===== src/rtl/tx_2de5_serial_if.sv =====
// Handshake and serial-line bundle for tx_2de5_serial.
// Define TX_2DE5_PAR_EN to add the parallel E1..E5/code_strobe echo signals.
interface tx_2de5_serial_if;
    logic [3:0] digit;
    logic       digit_valid;
    logic       digit_ready;
    logic       tx_data;
    logic       tx_frame;
    logic       err;
`ifdef TX_2DE5_PAR_EN
    logic       E1;
    logic       E2;
    logic       E3;
    logic       E4;
    logic       E5;
    logic       code_strobe;

    modport master (
        output digit,
        output digit_valid,
        input  digit_ready,
        input  tx_data,
        input  tx_frame,
        input  err,
        input  E1,
        input  E2,
        input  E3,
        input  E4,
        input  E5,
        input  code_strobe
    );

    modport slave (
        input  digit,
        input  digit_valid,
        output digit_ready,
        output tx_data,
        output tx_frame,
        output err,
        output E1,
        output E2,
        output E3,
        output E4,
        output E5,
        output code_strobe
    );
`else
    modport master (
        output digit,
        output digit_valid,
        input  digit_ready,
        input  tx_data,
        input  tx_frame,
        input  err
    );

    modport slave (
        input  digit,
        input  digit_valid,
        output digit_ready,
        output tx_data,
        output tx_frame,
        output err
    );
`endif
endinterface


===== src/rtl/tx_2de5_serial.sv =====
// 2-of-5 serial transmitter: one BCD digit per handshake, shifted out E1 first.
// Define TX_2DE5_PAR_EN to add registered parallel outputs E1..E5 and code_strobe.
module tx_2de5_serial #(
    parameter int CLKS_PER_BIT = 4,
    parameter int GAP_BITS     = 1
) (
    input  logic                clk,
    input  logic                rst,
    tx_2de5_serial_if.slave     bus
);

    localparam int GAP_CYC = GAP_BITS * CLKS_PER_BIT;
    localparam int BIT_W   = (CLKS_PER_BIT > 1) ? $clog2(CLKS_PER_BIT) : 1;
    localparam int GAP_W   = (GAP_CYC > 1) ? $clog2(GAP_CYC) : 1;
    localparam logic [BIT_W-1:0] BIT_LAST = BIT_W'(CLKS_PER_BIT - 1);
    localparam logic [GAP_W-1:0] GAP_LAST = GAP_W'((GAP_CYC > 0) ? (GAP_CYC - 1) : 0);

    typedef enum logic [1:0] {
        IDLE = 2'd0,
        SEND = 2'd1,
        GAP  = 2'd2
    } state_t;

    state_t             state_reg,   state_next;
    logic [4:0]         shift_reg,   shift_next;
    logic [BIT_W-1:0]   bit_cnt_reg, bit_cnt_next;
    logic [2:0]         bit_idx_reg, bit_idx_next;
    logic [GAP_W-1:0]   gap_cnt_reg, gap_cnt_next;
    logic               ready_reg,   ready_next;
    logic               frame_reg,   frame_next;
    logic               err_reg,     err_next;
`ifdef TX_2DE5_PAR_EN
    logic [4:0]         code_reg,    code_next;
    logic               strobe_reg,  strobe_next;
`endif

    logic [4:0]         word;
    logic               is_bcd;
    logic               handshake;

    // Code map E1..E5 (weights 7,4,2,1,0); word[4] is E1 and goes out first.
    always_comb begin
        word   = 5'b00000;
        is_bcd = 1'b1;
        case (bus.digit)
            4'd0:    word = 5'b11000;
            4'd1:    word = 5'b00011;
            4'd2:    word = 5'b00101;
            4'd3:    word = 5'b00110;
            4'd4:    word = 5'b01001;
            4'd5:    word = 5'b01010;
            4'd6:    word = 5'b01100;
            4'd7:    word = 5'b10001;
            4'd8:    word = 5'b10010;
            4'd9:    word = 5'b10100;
            default: is_bcd = 1'b0;
        endcase
    end

    assign handshake = bus.digit_valid && ready_reg;

    always_comb begin
        state_next   = state_reg;
        shift_next   = shift_reg;
        bit_cnt_next = bit_cnt_reg;
        bit_idx_next = bit_idx_reg;
        gap_cnt_next = gap_cnt_reg;
        ready_next   = ready_reg;
        frame_next   = frame_reg;
        err_next     = 1'b0;
`ifdef TX_2DE5_PAR_EN
        code_next    = code_reg;
        strobe_next  = 1'b0;
`endif
        case (state_reg)
            IDLE: begin
                if (handshake) begin
                    if (is_bcd) begin
                        state_next   = SEND;
                        shift_next   = word;
                        bit_cnt_next = '0;
                        bit_idx_next = 3'd0;
                        ready_next   = 1'b0;
                        frame_next   = 1'b1;
`ifdef TX_2DE5_PAR_EN
                        code_next    = word;
                        strobe_next  = 1'b1;
`endif
                    end else begin
                        err_next = 1'b1;
                    end
                end
            end
            SEND: begin
                if (bit_cnt_reg == BIT_LAST) begin
                    // After five shifts the register is all zeros, so tx_data idles low.
                    bit_cnt_next = '0;
                    shift_next   = {shift_reg[3:0], 1'b0};
                    bit_idx_next = bit_idx_reg + 3'd1;
                    if (bit_idx_reg == 3'd4) begin
                        bit_idx_next = 3'd0;
                        frame_next   = 1'b0;
                        if (GAP_CYC == 0) begin
                            state_next = IDLE;
                            ready_next = 1'b1;
                        end else begin
                            state_next   = GAP;
                            gap_cnt_next = '0;
                        end
                    end
                end else begin
                    bit_cnt_next = bit_cnt_reg + 1'b1;
                end
            end
            GAP: begin
                if (gap_cnt_reg == GAP_LAST) begin
                    state_next   = IDLE;
                    ready_next   = 1'b1;
                    gap_cnt_next = '0;
                end else begin
                    gap_cnt_next = gap_cnt_reg + 1'b1;
                end
            end
            default: begin
                state_next = IDLE;
                ready_next = 1'b1;
                frame_next = 1'b0;
                shift_next = 5'b00000;
            end
        endcase
    end

    always_ff @(posedge clk or posedge rst) begin
        if (rst) begin
            state_reg   <= IDLE;
            shift_reg   <= 5'b00000;
            bit_cnt_reg <= '0;
            bit_idx_reg <= 3'd0;
            gap_cnt_reg <= '0;
            ready_reg   <= 1'b1;
            frame_reg   <= 1'b0;
            err_reg     <= 1'b0;
`ifdef TX_2DE5_PAR_EN
            code_reg    <= 5'b00000;
            strobe_reg  <= 1'b0;
`endif
        end else begin
            state_reg   <= state_next;
            shift_reg   <= shift_next;
            bit_cnt_reg <= bit_cnt_next;
            bit_idx_reg <= bit_idx_next;
            gap_cnt_reg <= gap_cnt_next;
            ready_reg   <= ready_next;
            frame_reg   <= frame_next;
            err_reg     <= err_next;
`ifdef TX_2DE5_PAR_EN
            code_reg    <= code_next;
            strobe_reg  <= strobe_next;
`endif
        end
    end

    assign bus.digit_ready = ready_reg;
    assign bus.tx_data     = shift_reg[4];
    assign bus.tx_frame    = frame_reg;
    assign bus.err         = err_reg;
`ifdef TX_2DE5_PAR_EN
    assign bus.E1          = code_reg[4];
    assign bus.E2          = code_reg[3];
    assign bus.E3          = code_reg[2];
    assign bus.E4          = code_reg[1];
    assign bus.E5          = code_reg[0];
    assign bus.code_strobe = strobe_reg;
`endif

endmodule

===== src/flat_wrapper.sv =====
// flat-port wrapper written by rule: the top's interface ports become plain ports
module tx_2de5_serial_flat 
#(
    parameter int CLKS_PER_BIT = 4,
    parameter int GAP_BITS     = 1
)
  (clk, rst, bus_digit, bus_digit_valid, bus_digit_ready, bus_tx_data, bus_tx_frame, bus_err);
  tx_2de5_serial_if bus_i ();
  input  logic clk;
  input  logic rst;
  input wire logic [$bits(bus_i.digit)-1:0] bus_digit;
  input wire logic [$bits(bus_i.digit_valid)-1:0] bus_digit_valid;
  output wire logic [$bits(bus_i.digit_ready)-1:0] bus_digit_ready;
  output wire logic [$bits(bus_i.tx_data)-1:0] bus_tx_data;
  output wire logic [$bits(bus_i.tx_frame)-1:0] bus_tx_frame;
  output wire logic [$bits(bus_i.err)-1:0] bus_err;
  assign bus_i.digit = bus_digit;
  assign bus_i.digit_valid = bus_digit_valid;
  assign bus_digit_ready = bus_i.digit_ready;
  assign bus_tx_data = bus_i.tx_data;
  assign bus_tx_frame = bus_i.tx_frame;
  assign bus_err = bus_i.err;
  tx_2de5_serial #(.CLKS_PER_BIT(CLKS_PER_BIT), .GAP_BITS(GAP_BITS)) u_core (.clk(clk), .rst(rst), .bus(bus_i));
endmodule

===== config.mk =====
export PLATFORM = sky130hd
export DESIGN_NAME = tx_2de5_serial_flat
export DESIGN_NICKNAME = d
export VERILOG_FILES = /design/src/rtl/tx_2de5_serial_if.sv /design/src/rtl/tx_2de5_serial.sv /design/src/flat_wrapper.sv
export SDC_FILE = /design/constraint.sdc
export NUM_CORES = 1
export LEC_CHECK = 0
export CORE_MARGIN = 1
export CORE_UTILIZATION = 35
export DETAILED_ROUTE_END_ITERATION = 6
export GPL_ROUTABILITY_DRIVEN = 0
export MAX_ROUTING_LAYER = met4
export SYNTH_ARGS = -nofsm -noshare
export SYNTH_HDL_FRONTEND = slang
export SYNTH_SLANG_ARGS = --single-unit

===== constraint.sdc =====
create_clock -name clk -period 4.58 [get_ports clk]
set_clock_uncertainty 0.2 [all_clocks]
set_input_delay 0.916 -clock clk [delete_from_list [all_inputs] [get_ports clk]]
set_output_delay 0.916 -clock clk [all_outputs]
set_load 0.005 [all_outputs]

==> flow_summary.yaml <==
clock_tree:
  insertion_delay_ns: 0.29
  path_clk_slew_ns: 0.10
  root_buffer: "clkbuf_4"
  cts_resized: 0
  cts_tree: "built"
  cts_num_sinks: 17
  cts_hold_buf: 0
  htreeDepth: 1
  clk_path_buf_depth: 2
  cts_setup_buffers: 0
  cts_buffers: 3
floorplanning:
  die_h_um: 56.1
  dieWidth_um: 56.1
  rows: 19
  start_util_pct: 37.2
  ioPinCount: 11
  core_sq_um: 2760
  die-area_sq_um: 3150
detailed_routing:
  postRouteAntennaNets: 0
  num_vias: 769
  drc: 0
  initialDrtViolationCount: 17
  dr.pass1.iters: 4
  totalWireLength_um: 1930
  wl_per_cell_um: 13.6
  viasPerCell: 5.42
hold_path:
  min_path_type: "register to register"
  hold-path-cell-count: 2
synth:
  postSynthNetCount: 114
  ys_top_cells_by_area: "dfrtp_1 39%, a22o_1 6.0%, ha_1 4.9%, o21ai_0 3.9%, buf_6 3.3%"
  synthTopCellsByCount: "16 x dfrtp_1, 8 x nand2_1, 8 x nor2_1, 8 x o21ai_0"
  synth_top_area_share_pct: 39.1
  syn_area_sq_um: 1020
  synth-seq-area-share_pct: 41.6
  synth_cell_type_count: 38
  ys_seq_elements: 17
  yosysMostFrequentCell: "dfrtp_1"
  yosysWarnings: 0
  ys.flop_type: "dfrtp_1"
  synth_area_leader_cell: "dfrtp_1"
  synth_edf_count: 0
  syn_inst: 103
  synth.avg_cell_area_sq_um: 9.95
  async_flop_share_pct: 100
worst_setup_path:
  cp_num_buf_inv: 1
  crit_end: "u_core.bit_idx_reg[1]$_DFFE_PP0P_"
  reg2reg_depth: 3
  cp_cell_sequence: "clkdlybuf4s50_1 -> o21a_4 -> or3_4 -> a21oi_4 -> mux2i_1"
  cpLargestDelayFamily: "buffers and inverters"
  critPathLaunchType: "input port"
  critical_path.max_stage_delay_ns: 0.54
  critical_path_class: "input port to register"
  rrSetupSlack_ns: 2.70
  crit_required_ns: 4.60
  timing.rr.start: "u_core.state_reg[0]$_DFFE_PP0P_"
  setup.worst_path.start: "bus_digit[1]"
  worstPathArrival_ns: 2.56
  path_depth: 5
  critPathSlowestCell: "clkdlybuf4s50_1"
  path_max_fanout: 8
  r2r-end: "u_core.shift_reg[0]$_DFFE_PP0P_"
  worst_setup_path_end_kind: "register"
pwr:
  power_density_nw_per_um2: 225
  power.total_w: 0.000257
  ir_drop_mv: 0.130
  leakage_nw: 0.478
final_layout:
  fill_cells: 282
  antenna_cells: 0
  nets: 123
  layout-drive-gt1-share_pct: 10.8
  largest_reg_flops: 5
  areaGrowthSynthToFinish_pct: 11.4
  instances_no_fill: 142
  multi_input_area_sq_um: 523
  seq_area_sq_um: 427
  fin_util_pct: 41.4
place:
  hpwlAfterDp_um: 1450
  numPortBuffers: 10
  dp_cells: 138
global_route:
  track_usage_pct: 14.0
  first_global_vias: 751
  grt_pass1_wl_um: 3420
  antenna_found_initial: 0
  grt_max_degree: 18
  overflow: 0
timing:
  finalCritPeriodShare_pct: 55.6
  setup_viol: 0
  slew_headroom_pct: 58.0
  final-max-slew-violation-count: 0
  rsz0062_at_grt: "false"
  fmax_mhz: 392
  tightest_slew_ns: 0.630
  whs_ns: 0.297
  min_period_ns: 2.55
  setup_tns_ns: 0
  hold_violations: 0
flow_run:
  drv_cap: 0
run_status:
  status: "finished, final reports clean"
-- worst min-delay path by stage --
stage,start,to,slack [ns]
floorplan,u_core.shift_reg[0]$_DFFE_PP0P_,u_core.shift_reg[0]$_DFFE_PP0P_,0.25
global placement,u_core.shift_reg[0]$_DFFE_PP0P_,u_core.shift_reg[0]$_DFFE_PP0P_,0.26
detailed placement,u_core.shift_reg[0]$_DFFE_PP0P_,u_core.shift_reg[0]$_DFFE_PP0P_,0.29
CTS,u_core.shift_reg[0]$_DFFE_PP0P_,u_core.shift_reg[0]$_DFFE_PP0P_,0.30
global route,u_core.shift_reg[0]$_DFFE_PP0P_,u_core.shift_reg[0]$_DFFE_PP0P_,0.32
finish,u_core.shift_reg[0]$_DFFE_PP0P_,u_core.shift_reg[0]$_DFFE_PP0P_,0.30
-- logic make-up after synthesis --
family          Yosys count  synth area share (%)
xor+xnor                  2                  1.71
simple gates             32                  16.4
compound gates           31                  24.2
buf+inv                  13                  7.33
fa+ha+maj                 5                  5.86
flops                    17                  41.6
mux                       3                  2.93
-- metrics by stage --
step | setup slack (ns) | cell area [sq um]
2_1_floorplan | 2.29 | 1020
3_3_place_gp | 1.78 | 1110
3_5_place_dp | 1.74 | 1110
4_1_cts | 2.04 | 1140
5_1_grt | 1.95 | 1140
6_report | 2.03 | 1140
-- power breakdown --
part           total (W)  internal (W)  switching [W]
combinational  0.0000242     0.0000117      0.0000125
clock          0.0000805     0.0000339      0.0000466
sequential      0.000152      0.000152    0.000000853
-- layout by cell type, fill, tap and decap left out, types with 4 or more instances in the layout --
master / count
o21ai_0: 8
a22o_1: 7
clkdlybuf4s50_1: 10
dfrtp_1: 16
inv_1: 7
nand2_1: 8
nor2_1: 8
ha_1: 4
-- area by class of cell --
type / count / share of cell area (%)
flip-flops and latches: 17 / 37.4
well taps: 31 / 3.40
repair buffers: 10 / 8.77
inverters: 7 / 2.30
multi-input cells: 73 / 45.8
clock buffers: 4 / 2.30
-- tightest hold or removal path, delay by kind of cell (launching register included) --
kind               cells  cell delay, ns
AOI/OAI and AO/OA      1            0.05
DFF                    1            0.36
and+or+nand+nor        1            0.06
-- layer usage --
layer,up-vias,track usage [%],part of all wire (%)
met4,0,2.09,0.73
met2,10,21.8,47
li1,384,-,-
met5,-,-,0
met1,373,18.8,49
met3,2,3.72,3.1
No activity file was read; power rests on OpenSTA's default activity.
